==> config.mk <==
export PLATFORM = sky130hd
export DESIGN_NAME = seq_ctrl
export DESIGN_NICKNAME = d
export VERILOG_FILES = /design/src/rtl/seq_ctrl.sv
export SDC_FILE = /design/constraint.sdc
export NUM_CORES = 1
export LEC_CHECK = 0
export ABC_AREA = 1
export CAP_MARGIN = 20
export CORE_MARGIN = 2
export CORE_UTILIZATION = 45
export DETAILED_ROUTE_END_ITERATION = 16
export GPL_TIMING_DRIVEN = 1
export HOLD_SLACK_MARGIN = 0.06
export PLACE_DENSITY = 0.75
export SLEW_MARGIN = 20
export SYNTH_ARGS = -nofsm -noshare
export SYNTH_HDL_FRONTEND = slang
export SYNTH_SLANG_ARGS = --single-unit
==> constraint.sdc <==
create_clock -name clk -period 29.4 [get_ports clk]
set_input_delay 4.41 -clock clk [delete_from_list [all_inputs] [get_ports clk]]
set_output_delay 4.41 -clock clk [all_outputs]
set_load 0.005 [all_outputs]
==> src/rtl/seq_ctrl.sv <==
// Y86-64 sequential-processor sequencer: owns PC, CC and stat, and steps one stage per cycle.
// Latency is 6 cycles per instruction plus one per MEMORY cycle stalled on dmem_ready; run=0 holds in FETCH.
module seq_ctrl #(
  parameter logic [63:0] RESET_PC     = 64'd0,
  parameter int          MEM_WAIT_MAX = 15
) (
  input  logic        clk,
  input  logic        rst,
  input  logic        run,
  input  logic [3:0]  icode,
  input  logic [3:0]  ifun,
  input  logic        instr_valid,
  input  logic        memory_error,
  input  logic [63:0] valC,
  input  logic [63:0] valP,
  input  logic [63:0] valM,
  input  logic        cnd,
  input  logic [2:0]  CC_out,
  input  logic        dmem_ready,
  input  logic        dmem_error,
  output logic [63:0] PC,
  output logic [2:0]  CC_in,
  output logic        fetch_en,
  output logic        decode_en,
  output logic        execute_en,
  output logic        mem_en,
  output logic        wb_en,
  output logic [2:0]  stat,
  output logic        halted,
  output logic [31:0] instr_count
);

  localparam int WCW = (MEM_WAIT_MAX < 1) ? 1 : $clog2(MEM_WAIT_MAX + 1);
  localparam logic [WCW-1:0] WAIT_LIM = WCW'(MEM_WAIT_MAX);
  localparam logic [WCW-1:0] WAIT_ONE = WCW'(1);

  localparam logic [2:0] S_FETCH     = 3'd0;
  localparam logic [2:0] S_DECODE    = 3'd1;
  localparam logic [2:0] S_EXECUTE   = 3'd2;
  localparam logic [2:0] S_MEMORY    = 3'd3;
  localparam logic [2:0] S_WRITEBACK = 3'd4;
  localparam logic [2:0] S_PCUPD     = 3'd5;
  localparam logic [2:0] S_HALT      = 3'd6;

  localparam logic [2:0] STAT_AOK = 3'd1;
  localparam logic [2:0] STAT_HLT = 3'd2;
  localparam logic [2:0] STAT_ADR = 3'd3;
  localparam logic [2:0] STAT_INS = 3'd4;

  localparam logic [3:0] I_HALT   = 4'h0;
  localparam logic [3:0] I_CMOVXX = 4'h2;
  localparam logic [3:0] I_IRMOVQ = 4'h3;
  localparam logic [3:0] I_RMMOVQ = 4'h4;
  localparam logic [3:0] I_MRMOVQ = 4'h5;
  localparam logic [3:0] I_OPQ    = 4'h6;
  localparam logic [3:0] I_JXX    = 4'h7;
  localparam logic [3:0] I_CALL   = 4'h8;
  localparam logic [3:0] I_RET    = 4'h9;
  localparam logic [3:0] I_PUSHQ  = 4'hA;
  localparam logic [3:0] I_POPQ   = 4'hB;

  logic [2:0]     state_q, state_d;
  logic [63:0]    pc_q, pc_d;
  logic [2:0]     cc_q, cc_d;
  logic [2:0]     stat_q, stat_d;
  logic [31:0]    cnt_q, cnt_d;
  logic [WCW-1:0] wait_q, wait_d;
  logic           cnd_q, cnd_d;
  logic [3:0]     icode_q, icode_d;
  logic [3:0]     ifun_q, ifun_d;
  logic [63:0]    valc_q, valc_d;
  logic [63:0]    valp_q, valp_d;
  logic [63:0]    valm_q, valm_d;

  logic        is_mem;
  logic        wb_need;
  logic [63:0] next_pc;

  always_comb begin
    is_mem = 1'b0;
    case (icode_q)
      I_RMMOVQ, I_MRMOVQ, I_CALL, I_RET, I_PUSHQ, I_POPQ: is_mem = 1'b1;
      default:                                            is_mem = 1'b0;
    endcase
  end

  always_comb begin
    wb_need = 1'b0;
    case (icode_q)
      I_IRMOVQ, I_MRMOVQ, I_OPQ, I_CALL, I_RET, I_PUSHQ, I_POPQ: wb_need = 1'b1;
      I_CMOVXX:                                                  wb_need = cnd_q;
      default:                                                   wb_need = 1'b0;
    endcase
  end

  always_comb begin
    next_pc = valp_q;
    if (icode_q == I_CALL) begin
      next_pc = valc_q;
    end else if (icode_q == I_JXX && cnd_q) begin
      next_pc = valc_q;
    end else if (icode_q == I_RET) begin
      next_pc = valm_q;
    end
  end

  always_comb begin
    state_d = state_q;
    pc_d    = pc_q;
    cc_d    = cc_q;
    stat_d  = stat_q;
    cnt_d   = cnt_q;
    wait_d  = wait_q;
    cnd_d   = cnd_q;
    icode_d = icode_q;
    ifun_d  = ifun_q;
    valc_d  = valc_q;
    valp_d  = valp_q;
    valm_d  = valm_q;

    case (state_q)
      S_FETCH: begin
        if (run) begin
          icode_d = icode;
          ifun_d  = ifun;
          valc_d  = valC;
          valp_d  = valP;
          state_d = S_DECODE;
        end
      end
      S_DECODE: begin
        if (memory_error) begin
          stat_d  = STAT_ADR;
          state_d = S_HALT;
        end else if (!instr_valid) begin
          stat_d  = STAT_INS;
          state_d = S_HALT;
        end else if (icode_q == I_HALT) begin
          stat_d  = STAT_HLT;
          state_d = S_HALT;
        end else begin
          state_d = S_EXECUTE;
        end
      end
      S_EXECUTE: begin
        cnd_d = cnd;
        if (icode_q == I_OPQ) begin
          cc_d = CC_out;
        end
        state_d = S_MEMORY;
      end
      S_MEMORY: begin
        if (!is_mem) begin
          state_d = S_WRITEBACK;
        end else if (dmem_error) begin
          stat_d  = STAT_ADR;
          state_d = S_HALT;
          wait_d  = '0;
        end else if (dmem_ready) begin
          valm_d  = valM;
          state_d = S_WRITEBACK;
          wait_d  = '0;
        end else if (wait_q == WAIT_LIM) begin
          // Ready never came within the allowed window: treat as an address fault.
          stat_d  = STAT_ADR;
          state_d = S_HALT;
          wait_d  = '0;
        end else begin
          wait_d = wait_q + WAIT_ONE;
        end
      end
      S_WRITEBACK: begin
        state_d = S_PCUPD;
      end
      S_PCUPD: begin
        pc_d    = next_pc;
        cnt_d   = cnt_q + 32'd1;
        state_d = S_FETCH;
      end
      S_HALT: begin
        state_d = S_HALT;
      end
      default: begin
        stat_d  = STAT_INS;
        state_d = S_HALT;
      end
    endcase
  end

  always_ff @(posedge clk or posedge rst) begin
    if (rst) begin
      state_q <= S_FETCH;
      pc_q    <= RESET_PC;
      cc_q    <= 3'b100;
      stat_q  <= STAT_AOK;
      cnt_q   <= 32'd0;
      wait_q  <= '0;
      cnd_q   <= 1'b0;
      icode_q <= 4'h0;
      ifun_q  <= 4'h0;
      valc_q  <= 64'd0;
      valp_q  <= 64'd0;
      valm_q  <= 64'd0;
    end else begin
      state_q <= state_d;
      pc_q    <= pc_d;
      cc_q    <= cc_d;
      stat_q  <= stat_d;
      cnt_q   <= cnt_d;
      wait_q  <= wait_d;
      cnd_q   <= cnd_d;
      icode_q <= icode_d;
      ifun_q  <= ifun_d;
      valc_q  <= valc_d;
      valp_q  <= valp_d;
      valm_q  <= valm_d;
    end
  end

  // ifun is consumed by the execute stage directly; the held copy is kept for observability only.
  logic unused_ifun;
  assign unused_ifun = ^ifun_q;

  assign PC          = pc_q;
  assign CC_in       = cc_q;
  assign stat        = stat_q;
  assign instr_count = cnt_q;
  assign halted      = (state_q == S_HALT);
  assign fetch_en    = (state_q == S_FETCH) && run;
  assign decode_en   = (state_q == S_DECODE);
  assign execute_en  = (state_q == S_EXECUTE);
  assign mem_en      = (state_q == S_MEMORY) && is_mem;
  assign wb_en       = (state_q == S_WRITEBACK) && wb_need;

endmodule

# --- After elaboration in Yosys (flattened, before gate mapping) ---
# Cells that the tools add are included.
word_totals:
  inputBits: 211
  n_memories: 0
  latchBits: 0
  mem_bits_ro: 0
  ram_bits: 0
  elab_cells: 78
  regBits: 306
  output_inout_bits: 108
op_classes:
  n_addsub: 2
  shift: 0
  multipliers: 0
  div: 0
  n_eq_ne: 23
  order_cmp: 0
  reduce_logical: 15
  muxes: 25
  bitwise: 2
ops:
  columns: ["op", "count"]
  rows:
  - ["$mux 64", 3]
  - ["$mux 3", 15]
  - ["$add 32x1->32 const B", 1]
  - ["$eq 4x4->1 const B", 5]
  - ["$pmux 3 s6", 1]
  - ["$eq 4x3->1 const B", 4]
  - ["$mux 4", 3]
  - ["$eq 3x3->1 const B", 3]
  - ["$pmux 3 s3", 1]
  - ["$eq 4x2->1 const B", 2]
  - ["$reduce_and 2->1", 4]
  - ["$reduce_or 7->1", 1]
  - ["$eq 3x2->1 const B", 2]
  - ["$ne 3x3->1 const B", 2]
  - ["$reduce_or 6->1", 1]
  - ["$ne 5x5->1 const B", 1]
  - ["$reduce_and 5->1", 1]
  - ["$reduce_or 5->1", 1]
  - ["$add 4x1->4 const B", 1]
  - ["$logic_and 1x1->1", 4]
  - ["$logic_not 4->1", 1]
  - ["$ne 2x2->1 const B", 2]
  - ["$ne 4x3->1 const B", 1]
  - ["$reduce_and 4->1", 1]
  - ["other kinds (5)", 6]

# --- Longest topological paths before layout ---
logic_depth:
  word_depth: 6
  mapped_depth: 11
  depth_no_buf: 9

# --- Worst setup path before layout ---
# No wires, ideal clock.
synth_path:
  path_kind: "input port to output port"
  startpoint: "in run"
  endpoint: "out fetch_en"
  stages: 4
  t_required_ps: 24990
  path_buffers: 2
  t_arrival_ps: 4899
  path_slack_ps: 20091
  path_cell_list: "nand3_1 > inv_1 > buf_2 > buf_2"
synth_via:
  elab_chain_cells: 1
synth_rtl:
  columns: ["item", "line", "text"]
  rows:
  - ["start: declaration", "9", "input logic run,"]
  - ["$logic_and 1x1->1", "229", "assign fetch_en = (state_q == S_FETCH) && run;"]
  - ["end: declaration", "23", "output logic fetch_en,"]
# Every way passes these cells.

# --- Final worst setup path ---
# Same ends and word-level chain as after synthesis.

==> impl_metrics.py <==
metrics = {
    "placed_design": {
        "routabilityCongestion": 0.856,
        "port_buffers": 314,
        "dp_hpwl_mm": 25.4,
    },
    "cts": {
        "cts-buffers-inserted": 34,
        "path_clk_slew_ps": 60,
        "clk_latency_ps": 500,
        "cts_setup_buffers": 0,
        "cts_resized": 0,
        "root_buffer": "clkbuf_16",
        "clock_sinks": 306,
        "htree_num_levels": 2,
        "holdBufCountCts": 0,
        "cts_buffer_depth": 3,
        "cts_tree": "built",
    },
    "pwr": {
        "p_leak_nw": 9.02,
        "comb_power_share_pct": 34.2,
        "power_switching_w": 0.000588,
        "clkPwrFrac_pct": 25.9,
        "swShare_pct": 35.3,
        "power-per-cell-area_nw_per_um2": 91.2,
        "p_seq_share_pct": 40.0,
        "p_int_w": 0.00108,
        "ir_drop_mv": 0.0399,
    },
    "detailed_routing": {
        "routed_wl_mm": 38.9,
        "remaining_drc_errors": 0,
        "firstDrtPassIters": 7,
        "ant_nets": 0,
        "drtIter0Drc": 942,
        "vias": 12200,
        "vias_per_cell": 5.07,
        "wl_per_cell_um": 16.1,
    },
    "sta": {
        "period_minus_slack_ps": 11240,
        "final-hold-violation-count": 0,
        "setup_viol": 0,
        "drv_slew": 0,
        "tightest_slew_ps": 993,
        "fin_setup_tns_ps": 0,
        "rsz0062_at_grt": "false",
        "fin_worst_skew_ps": 12.2,
        "finalCritPeriodShare_pct": 38.2,
        "slew_headroom_pct": 33.8,
        "max_freq_ghz": 0.0890,
    },
    "layout": {
        "layout-drive-gt1-share_pct": 4.33,
        "layout.nets": 2198,
        "postLayoutCoreUtil_pct": 60.1,
        "fill_cells": 2673,
        "multi_input_area_um2": 5040,
        "seq_area_um2": 7660,
        "area_growth_syn_to_layout_pct": 32.5,
    },
    "synthesis": {
        "synth-edff-count": 0,
        "yosys_warnings": 0,
        "yosys_register_bits": 306,
        "syn-num-nets": 1928,
        "synth_area_um2": 13800,
        "yosysMostFrequentCell": "nand2_1",
        "synth-seq-area-share_pct": 55.6,
        "syn_avg_cell_area_um2": 8.03,
        "synth.area.top_cells": "dfrtp_1, nand2_1, nand3_1, inv_1, o21ai_0",
        "yosysTopAreaCell": "dfrtp_1",
        "synth_cell_types": 31,
        "synth_ff_type": "dfrtp_1",
        "synth_common_cells": "nand2_1, dfrtp_1, inv_1",
        "syn-instance-count": 1715,
        "postSynth.asyncResetShare_pct": 100,
        "netlist.area_leader.share_pct": 55.3,
    },
    "die": {
        "die_area_um2": 32000,
        "die_width_um": 179,
        "io_pins": 319,
        "core_region_area_um2": 30300,
        "start_util_pct": 45.4,
        "rows": 64,
        "die_y_um": 179,
    },
    "worst_setup_path": {
        "path_max_fanout": 122,
        "crit_path_start_kind": "primary input",
        "worst-path-buf-inv": 3,
        "crit_required_ps": 24990,
        "worst_path_max_delay_cell": "inv_6",
        "end_kind": "output pin",
        "cp.arrival_ps": 6830,
        "cp_top_family": "buffers and inverters",
        "path_class": "primary input to output pin",
        "path_cells": "clkdlybuf4s50_1 -> nand3_4 -> inv_6 -> clkdlybuf4s50_1",
        "crit_top_cell": "clkdlybuf4s50_1",
        "cpPeakStageDelay_ps": 770,
    },
    "grt": {
        "grt_usage_pct": 24.5,
        "overflow": 0,
        "grt_pass1_wl_mm": 61.8,
        "grt_pass1_vias": 11900,
        "antenna_found_initial": 7,
        "grt_max_degree": 123,
    },
    "run": {
        "maxCapViolCount": 0,
    },
    "worst_hold_path": {
        "worstHoldPathType": "flop to flop",
    },
    "status": {
        "status": "complete, no violations",
    },
}
-- cells by family (layout without fill, tap and decap cells) --
family                     Yosys count  count (layout)  share of synthesized area, %
adders and majority gates            2               2                         0.182
AOI/OAI and AO/OA                  219             219                          8.13
xor gates and xnor gates            20              20                          1.27
buffers and inverters              264             557                          8.02
DFF                                306             306                          55.6
other                                0               6                             0
and+or+nand+nor                    904             904                          26.8
-- layout by cell type (no fill, tap or decap), types with 2 or more instances in the layout --
master,n
dfrtp_1,304
clkdlybuf4s50_1,314
clkinv_2,5
inv_1,167
dfstp_2,2
xnor2_1,11
nand3_4,2
nor2_2,2
nand3_1,146
nand2_2,3
xor2_1,9
buf_4,12
nor2_1,45
nor3_1,3
ha_1,2
o21ai_0,125
diode_2,6
a21oi_1,70
nand4_1,15
clkbuf_8,7
inv_2,3
o21ai_1,16
nand3b_1,3
bufinv_16,2
a31oi_1,2
clkbuf_1,7
nor2_4,4
clkbuf_16,37
nand2_1,679
o21ai_2,4
-- per-layer routing --
metal  part of all wire [%]  GRT usage (%)
met5                  0.069              0
met1                     43           32.7
met3                    6.7           4.28
met4                    3.3           8.71
met2                     47           40.1
-- flip-flops by register name (all words and copies together) (netlist names) --
signal,flops
CC_in,3
instr_count,32
icode_q,4
wait_q,4
cnd_q,1
valc_q,64
PC,64
stat,3
valp_q,64
state_q,3
valm_q,64
-- final timing paths --
| path | start | slack (ps) | end | cells after the start |
|---|---|---|---|---|
| max | run | 18160 | fetch_en | 4 |
| min | stat[0] | 460 | stat[0] | 2 |
| max reg2reg | icode_q[2] | 25980 | PC[63] | 10 |
| min reg2reg | stat[0] | 460 | stat[0] | 2 |
| max in group asynchronous | rst | 22620 | valp_q[49] | 4 |
| min in group asynchronous | rst | 4390 | valc_q[32] | 2 |
-- area by class of cell --
class,count,area share [%]
diodes,6,0.0823
inverters,172,3.61
clock buffers,51,5.75
multi-input cells,1145,27.6
repair buffers,326,17.7
well taps,396,2.72
clock inverters,8,0.508
flip-flops and latches,306,42.0
-- power by group through the flow --
| stage | clock, W | sequential, W | combinational (W) |
|---|---|---|---|
| finish | 0.000430 | 0.000664 | 0.000569 |
| global route | 0.000456 | 0.000681 | 0.000646 |
| CTS | 0.000438 | 0.000663 | 0.000576 |
| detailed placement | 0 | 0.000667 | 0.000571 |
| global placement | 0 | 0.000662 | 0.000554 |
| floorplan | 0 | 0.000652 | 0.000352 |
-- worst min-delay path, cell delays in order, from the launching register on --
cell and delay, ps:
dfstp_2 370, nand2_1 50, nand2_1 40
-- metrics by stage --
step | hold WS (ps) | cell area (µm²) | cells | setup slack (ps) | total power [W]
CTS | 466 | 18200 | 2404 | 18100 | 0.00168
finish | 462 | 18200 | 2410 | 18160 | 0.00166
global placement | 453 | 17100 | 2345 | 18150 | 0.00122
floorplan | 449 | 13800 | 1715 | 16530 | 0.00100
detailed placement | 455 | 17100 | 2345 | 18120 | 0.00124
global route | 481 | 18200 | 2408 | 18000 | 0.00178
No activity file was read; power rests on OpenSTA's default activity.
